<file path="src/rtl/jtexterm_palread_if.sv">
`default_nettype none
// ============================================================================
// jtexterm_palread_if
// Pixel-side and palette-RAM-side signals of the palette reader.
// Revision: 1.0
// ============================================================================
interface jtexterm_palread_if;
  logic       pxl_cen;
  logic       LHBL;
  logic       LVBL;
  logic [8:0] pxl_idx;
  logic [9:0] pal_addr;
  logic [7:0] pal_dout;
  logic [4:0] red;
  logic [4:0] green;
  logic [4:0] blue;
  logic       LHBL_dly;
  logic       LVBL_dly;
  logic       busy;
  logic       overrun;

  // master: video timing and palette RAM side
  modport master (
    output pxl_cen, LHBL, LVBL, pxl_idx, pal_dout,
    input  pal_addr, red, green, blue, LHBL_dly, LVBL_dly, busy, overrun
  );

  // slave: the palette reader itself
  modport slave (
    input  pxl_cen, LHBL, LVBL, pxl_idx, pal_dout,
    output pal_addr, red, green, blue, LHBL_dly, LVBL_dly, busy, overrun
  );
endinterface
`default_nettype wire

</file>
<file path="src/rtl/jtexterm_palread.sv">
`default_nettype none
// ============================================================================
// jtexterm_palread
// Fetches a 16-bit xRGB555 palette word as two bytes per pixel and registers
// the colour together with the delayed blanking signals.
// Revision: 1.0
// ============================================================================
module jtexterm_palread #(
  parameter int unsigned BLANK_EN = 1
) (
  input  wire                 clk,
  input  wire                 rst,
  jtexterm_palread_if.slave   bus
);

  typedef enum logic [1:0] {
    ST_IDLE = 2'd0,
    ST_LO   = 2'd1,
    ST_HI   = 2'd2,
    ST_DONE = 2'd3
  } state_t;

  state_t     r_state;
  logic [8:0] r_idx;
  logic       r_lhbl;
  logic       r_lvbl;
  logic [7:0] r_lo;
  logic [9:0] r_pal_addr;
  logic [4:0] r_red;
  logic [4:0] r_green;
  logic [4:0] r_blue;
  logic       r_lhbl_dly;
  logic       r_lvbl_dly;
  logic       r_busy;
  logic       r_overrun;

  logic       w_blank;
  logic [4:0] w_red;
  logic [4:0] w_green;
  logic [4:0] w_blue;

  // pal_dout holds the high byte during DONE; bit 7 (word[15]) is unused
  assign w_red   = bus.pal_dout[6:2];
  assign w_green = {bus.pal_dout[1:0], r_lo[7:5]};
  assign w_blue  = r_lo[4:0];
  assign w_blank = (BLANK_EN != 0) && !(r_lhbl && r_lvbl);

  always_ff @(posedge clk or posedge rst) begin
    if (rst) begin
      r_state    <= ST_IDLE;
      r_idx      <= 9'd0;
      r_lhbl     <= 1'b0;
      r_lvbl     <= 1'b0;
      r_lo       <= 8'd0;
      r_pal_addr <= 10'd0;
      r_red      <= 5'd0;
      r_green    <= 5'd0;
      r_blue     <= 5'd0;
      r_lhbl_dly <= 1'b0;
      r_lvbl_dly <= 1'b0;
      r_busy     <= 1'b0;
      r_overrun  <= 1'b0;
    end else if (bus.pxl_cen) begin
      // a new pixel always (re)starts the fetch, even over one in flight
      r_idx      <= bus.pxl_idx;
      r_lhbl     <= bus.LHBL;
      r_lvbl     <= bus.LVBL;
      r_pal_addr <= {bus.pxl_idx, 1'b0};
      r_state    <= ST_LO;
      r_busy     <= 1'b1;
      if (r_state != ST_IDLE) begin
        r_overrun <= 1'b1;
      end
    end else begin
      case (r_state)
        ST_LO: begin
          r_pal_addr <= {r_idx, 1'b1};
          r_state    <= ST_HI;
        end
        ST_HI: begin
          r_lo    <= bus.pal_dout;
          r_state <= ST_DONE;
        end
        ST_DONE: begin
          r_red      <= w_blank ? 5'd0 : w_red;
          r_green    <= w_blank ? 5'd0 : w_green;
          r_blue     <= w_blank ? 5'd0 : w_blue;
          r_lhbl_dly <= r_lhbl;
          r_lvbl_dly <= r_lvbl;
          r_busy     <= 1'b0;
          r_state    <= ST_IDLE;
        end
        default: begin
          r_busy  <= 1'b0;
          r_state <= ST_IDLE;
        end
      endcase
    end
  end

  assign bus.pal_addr = r_pal_addr;
  assign bus.red      = r_red;
  assign bus.green    = r_green;
  assign bus.blue     = r_blue;
  assign bus.LHBL_dly = r_lhbl_dly;
  assign bus.LVBL_dly = r_lvbl_dly;
  assign bus.busy     = r_busy;
  assign bus.overrun  = r_overrun;

endmodule
`default_nettype wire
</file>
<file path="src/flat_wrapper.sv">
// flat-port wrapper written by rule: the top's interface ports become plain ports
module jtexterm_palread_flat 
#(
  parameter int unsigned BLANK_EN = 1
)
  (clk, rst, bus_pxl_cen, bus_LHBL, bus_LVBL, bus_pxl_idx, bus_pal_dout, bus_pal_addr, bus_red, bus_green, bus_blue, bus_LHBL_dly, bus_LVBL_dly, bus_busy, bus_overrun);
  jtexterm_palread_if bus_i ();
  input  wire clk;
  input  wire rst;
  input wire logic [$bits(bus_i.pxl_cen)-1:0] bus_pxl_cen;
  input wire logic [$bits(bus_i.LHBL)-1:0] bus_LHBL;
  input wire logic [$bits(bus_i.LVBL)-1:0] bus_LVBL;
  input wire logic [$bits(bus_i.pxl_idx)-1:0] bus_pxl_idx;
  input wire logic [$bits(bus_i.pal_dout)-1:0] bus_pal_dout;
  output wire logic [$bits(bus_i.pal_addr)-1:0] bus_pal_addr;
  output wire logic [$bits(bus_i.red)-1:0] bus_red;
  output wire logic [$bits(bus_i.green)-1:0] bus_green;
  output wire logic [$bits(bus_i.blue)-1:0] bus_blue;
  output wire logic [$bits(bus_i.LHBL_dly)-1:0] bus_LHBL_dly;
  output wire logic [$bits(bus_i.LVBL_dly)-1:0] bus_LVBL_dly;
  output wire logic [$bits(bus_i.busy)-1:0] bus_busy;
  output wire logic [$bits(bus_i.overrun)-1:0] bus_overrun;
  assign bus_i.pxl_cen = bus_pxl_cen;
  assign bus_i.LHBL = bus_LHBL;
  assign bus_i.LVBL = bus_LVBL;
  assign bus_i.pxl_idx = bus_pxl_idx;
  assign bus_i.pal_dout = bus_pal_dout;
  assign bus_pal_addr = bus_i.pal_addr;
  assign bus_red = bus_i.red;
  assign bus_green = bus_i.green;
  assign bus_blue = bus_i.blue;
  assign bus_LHBL_dly = bus_i.LHBL_dly;
  assign bus_LVBL_dly = bus_i.LVBL_dly;
  assign bus_busy = bus_i.busy;
  assign bus_overrun = bus_i.overrun;
  jtexterm_palread #(.BLANK_EN(BLANK_EN)) u_core (.clk(clk), .rst(rst), .bus(bus_i));
endmodule
</file>
<file path="config.mk">
export PLATFORM = sky130hd
export DESIGN_NAME = jtexterm_palread_flat
export DESIGN_NICKNAME = d
export VERILOG_FILES = /design/src/rtl/jtexterm_palread_if.sv /design/src/rtl/jtexterm_palread.sv /design/src/flat_wrapper.sv
export SDC_FILE = /design/constraint.sdc
export NUM_CORES = 1
export LEC_CHECK = 0
export ABC_AREA = 1
export BUFFER_PORTS_ARGS = -buffer_cell sky130_fd_sc_hd__clkbuf_2
export CAP_MARGIN = 20
export CORE_ASPECT_RATIO = 0.9
export CORE_MARGIN = 2
export CORE_UTILIZATION = 35
export CTS_BUF_LIST = sky130_fd_sc_hd__clkbuf_2 sky130_fd_sc_hd__clkbuf_4 sky130_fd_sc_hd__clkbuf_8
export DETAILED_ROUTE_END_ITERATION = 8
export MAX_ROUTING_LAYER = met4
export PLACE_DENSITY = 0.69
export SLEW_MARGIN = 40
export SYNTH_ARGS = -nofsm -noshare
export SYNTH_HDL_FRONTEND = slang
export SYNTH_SLANG_ARGS = --single-unit
</file>
<file path="constraint.sdc">
create_clock -name clk -period 1.35 [get_ports clk]
set_input_delay 0.0675 -clock clk [delete_from_list [all_inputs] [get_ports clk]]
set_output_delay 0.0675 -clock clk [all_outputs]
set_load 0.02 [all_outputs]
</file>
==> results by group <==
GRT
  • Top Usage Layer GRT: met2
  • Global-route wire length before repair: 7330 um
  • Overflow after GRT: 0
  • Met2 Usage GRT: 21.3%
  • Via count of the first global-routing pass: 1605
  • Overall fraction of global-route tracks in use: 14.4%
  • GR Util met1: 18.9%
  • Maximum number of pins on one net before global-route repair: 35
  • Antenna violations before repair: 0
  • Grt met3 use: 3.90%

CTS
  • Buffer count from post-CTS setup fixing: 0
  • TritonCTS clock tree: yes
  • Library cell used as clock root buffer: sky130_fd_sc_hd__clkbuf_8
  • Inserted Clock Buffers: 5
  • Worst-Skew Late Latency: 0.30 ns
  • Clock-pin slew of the registers on the worst-case setup and hold paths: 0.09 ns
  • TritonCTS Sinks: 50
  • Max Root-Sink Buffers: 2
  • Number of H-tree branching levels: 2

Outcome
  • Outcome: complete, no violations

Timing
  • PnR worst setup slack: 0.172 ns
  • Slew HR: 67.1%
  • Final setup violating endpoints: 0
  • Max Transition Viols Final: 0
  • Clock tree skew after final layout: 0.00541 ns
  • Final-layout setup total negative slack: 0 ns
  • Final critical path time including I/O delays and setup: 1.18 ns
  • Worst-Margin Slew: 0.493 ns
  • Fraction of the cycle the final worst path needs: 87.3%
  • Final Hold Slack: 0.00395 ns
  • Maximum achievable frequency: 0.849 GHz
  • Final hold violation count: 0
  • Setup repair after global routing missed its margin: false

Drt
  • Routed len/inst: 12.0 um
  • Per-cell via count in the routed design: 4.60
  • Number of design rule violations left after detail routing: 0
  • Residual antenna-violating net count after detailed routing: 0
  • First-pass DRT Iterations: 4
  • DRT Wirelength: 4150 um
  • Iteration-0 DRC Markers: 80
  • Count of vias placed by the detailed router: 1590

Yosys
  • Cell count after synthesis: 215
  • Commonest cells in the synthesized netlist: sky130_fd_sc_hd__nand2_1, sky130_fd_sc_hd__dfrtp_1, sky130_fd_sc_hd__nand3_1, sky130_fd_sc_hd__o21ai_1
  • Area fraction in compound gates after synthesis: 5.02%
  • Synth Area in Simple Gates: 24.9%
  • Mux share of post-synthesis cell area: 0%
  • Largest cells by area after synthesis: sky130_fd_sc_hd__dfrtp_1, sky130_fd_sc_hd__nand2_1, sky130_fd_sc_hd__nand3_1
  • Top FF cell, synth: sky130_fd_sc_hd__dfrtp_1
  • Main combinational cell family by area after synthesis: simple AND/OR/NAND/NOR gates
  • Total standard cell area after synthesis: 2040 um^2
  • Avg Cell Area, Syn: 9.50 um^2
  • Post-synthesis register bit count: 50
  • Post-synthesis share of cell area spent on full adders, half adders and majority gates: 2.45%
  • Area share of the leading cell type in the synthesized netlist: 61.2%
  • Share of synthesized area occupied by flip-flops and latches: 61.2%
  • Synth async-reset ratio: 100%
  • Distinct cell type count of the synthesized netlist: 18
  • Dominant cell by count in the synthesized netlist: sky130_fd_sc_hd__nand2_1
  • Syn_nets: 241
  • Number of warnings issued by yosys: 0
  • Leading area contributor after synthesis: sky130_fd_sc_hd__dfrtp_1
  • Post-synthesis xor/xnor area fraction: 0%
  • Count of flip-flops with a built-in enable after synthesis: 0

Setup path
  • Worst Reg2Reg Path Length in Cells: 3
  • Max FO, Critical Path: 34
  • Setup slack on the worst flop-to-flop path: 0.17 ns
  • CP Data Required Time: 1.53 ns
  • End point of the critical path: u_core.bus.blue[2]
  • Terminus of the critical flop-to-flop path: u_core.bus.blue[2]
  • Type of the worst setup path: flip-flop to flip-flop
  • Worst setup path startpoint: u_core.r_state[0]
  • Start of the worst register-to-register path: u_core.r_state[0]
  • Category of the worst setup path launch point: flip-flop
  • CP endpoint kind: flip-flop
  • Data arrival at the endpoint of the critical path: 1.35 ns

Floorplanning
  • Full die area: 6470 um^2
  • Starting density of the core: 36.1%
  • Y dimension of the die: 76.5 um
  • I/O pin count: 51
  • Horizontal extent of the die: 84.5 um
  • Core box area: 5660 um^2
  • Number of rows in the core area: 26

Layout
  • Area growth from synthesis to layout: 23.8%
  • Final cell count without fillers: 346
  • Fill cells: 573
  • Layout Utilization: 44.7%
  • Nets: 301
  • N_diodes: 0
  • Proportion of layout cells with a drive suffix above 1: 25.4%

Place
  • DP HPWL: 2930 um
  • Placed instance count: 328
  • Number of port buffers: 50
  • Place WS: 0.101 ns
  • Routability-driven placement congestion ratio: 0.755

Hold path
  • Type of the tightest min-delay check: primary input to flip-flop

Flow run
  • Maximum capacitance violations: 0

Power
  • Peak supply drop: 0.433 mV
  • Total power per unit cell area: 1400 nW/um^2
  • Leakage component of the power: 0.00135 uW
critical path, cell delays in order, from the launching register on:
cell and delay, ns:
sky130_fd_sc_hd__dfrtp_1 0.41, sky130_fd_sc_hd__ha_1 0.23, sky130_fd_sc_hd__nand2_4 0.26, sky130_fd_sc_hd__o21ai_0 0.14
through the flow:
step | total power, uW | instance area [um^2]
floorplan | 2390 | 2040
global placement | 2620 | 2330
detailed placement | 2640 | 2330
CTS | 3570 | 2530
global route | 3750 | 2530
finish | 3530 | 2530
state kept, by name, indices dropped and copies added (netlist names), 2 cells and up:
register / flops
u_core.bus.green: 5
u_core.r_idx: 9
u_core.r_lo: 8
u_core.bus.pal_addr: 10
u_core.bus.blue: 5
u_core.bus.red: 5
u_core.r_state: 2
final cells by class:
cell class	instances	area [um^2]	area share [%]
inverters	8	32.5	1.29
well taps	70	87.6	3.46
clock buffers	7	90.1	3.56
multi-input cells	145	663	26.2
clock inverters	1	5.00	0.198
flip-flops and latches	50	1250	49.5
repair buffers	65	400	15.8
worst min-delay path by stage:
| stage | start | endpoint | slack, ns | cells past startpoint |
|---|---|---|---|---|
| finish | bus_pxl_idx[0] | u_core.r_idx[0] | 0.004 | 3 |
| global route | bus_pal_dout[5] | u_core.bus.red[3] | 0.004 | 3 |
| CTS | bus_pxl_idx[7] | u_core.r_idx[7] | 0.00004 | 3 |
| detailed placement | rst | u_core.bus.pal_addr[1] | 0.09 | 2 |
| global placement | rst | u_core.bus.pal_addr[1] | 0.09 | 2 |
| floorplan | bus_LHBL | u_core.r_lhbl | 0.19 | 2 |
layer usage:
| metal | vias to the layer above | share of wire (%) |
|---|---|---|
| met1 | 760 | 48 |
| met2 | 32 | 46 |
| met3 | 7 | 4.7 |
| li1 | 791 | - |
| met5 | - | 0 |
| met4 | 0 | 1.8 |
layout by cell type (no fill, tap or decap):
cell type                       netlist  routed
sky130_fd_sc_hd__inv_4                1       1
sky130_fd_sc_hd__clkbuf_4             0       1
sky130_fd_sc_hd__dlygate4sd3_1        0      10
sky130_fd_sc_hd__inv_1                6       5
sky130_fd_sc_hd__inv_2                1       2
sky130_fd_sc_hd__nand3_1             23      23
sky130_fd_sc_hd__ha_1                 4       3
sky130_fd_sc_hd__o21bai_1             1       1
sky130_fd_sc_hd__ha_2                 0       1
sky130_fd_sc_hd__clkbuf_8             0       6
sky130_fd_sc_hd__nand2_4              2       2
sky130_fd_sc_hd__or2_1                1       1
sky130_fd_sc_hd__clkinv_2             0       1
sky130_fd_sc_hd__o21ai_1             13      13
sky130_fd_sc_hd__o21ai_0              6       6
sky130_fd_sc_hd__buf_12               0       1
sky130_fd_sc_hd__nor2_4               1       1
sky130_fd_sc_hd__buf_4                3       4
sky130_fd_sc_hd__clkbuf_2             2      50
sky130_fd_sc_hd__nand2_1             91      91
sky130_fd_sc_hd__nor2_1               3       3
sky130_fd_sc_hd__dfrtp_1             50      50
timing repair:
action	in CTS	in global routing
endpoints found under the setup margin	0	8
endpoints found under the hold margin	28	0
gates resized for setup	0	1
hold buffers	10	0
logic make-up (layout without fill, tap and decap cells):
family / count (synthesis) / count (layout)
AND/OR/NAND/NOR: 121 / 121
adder cells (fa/ha/maj): 4 / 4
buffers and inverters: 20 / 81
flip-flops: 50 / 50
AO/OA/AOI/OAI: 20 / 20
power by group:
part	switching, uW	total, uW	internal (uW)	leakage, uW
clock network	475	910	434	0.0000517
logic	477	747	271	0.000663
registers	138	1880	1740	0.000634
Note: power is estimated with default switching activity, not from simulation.
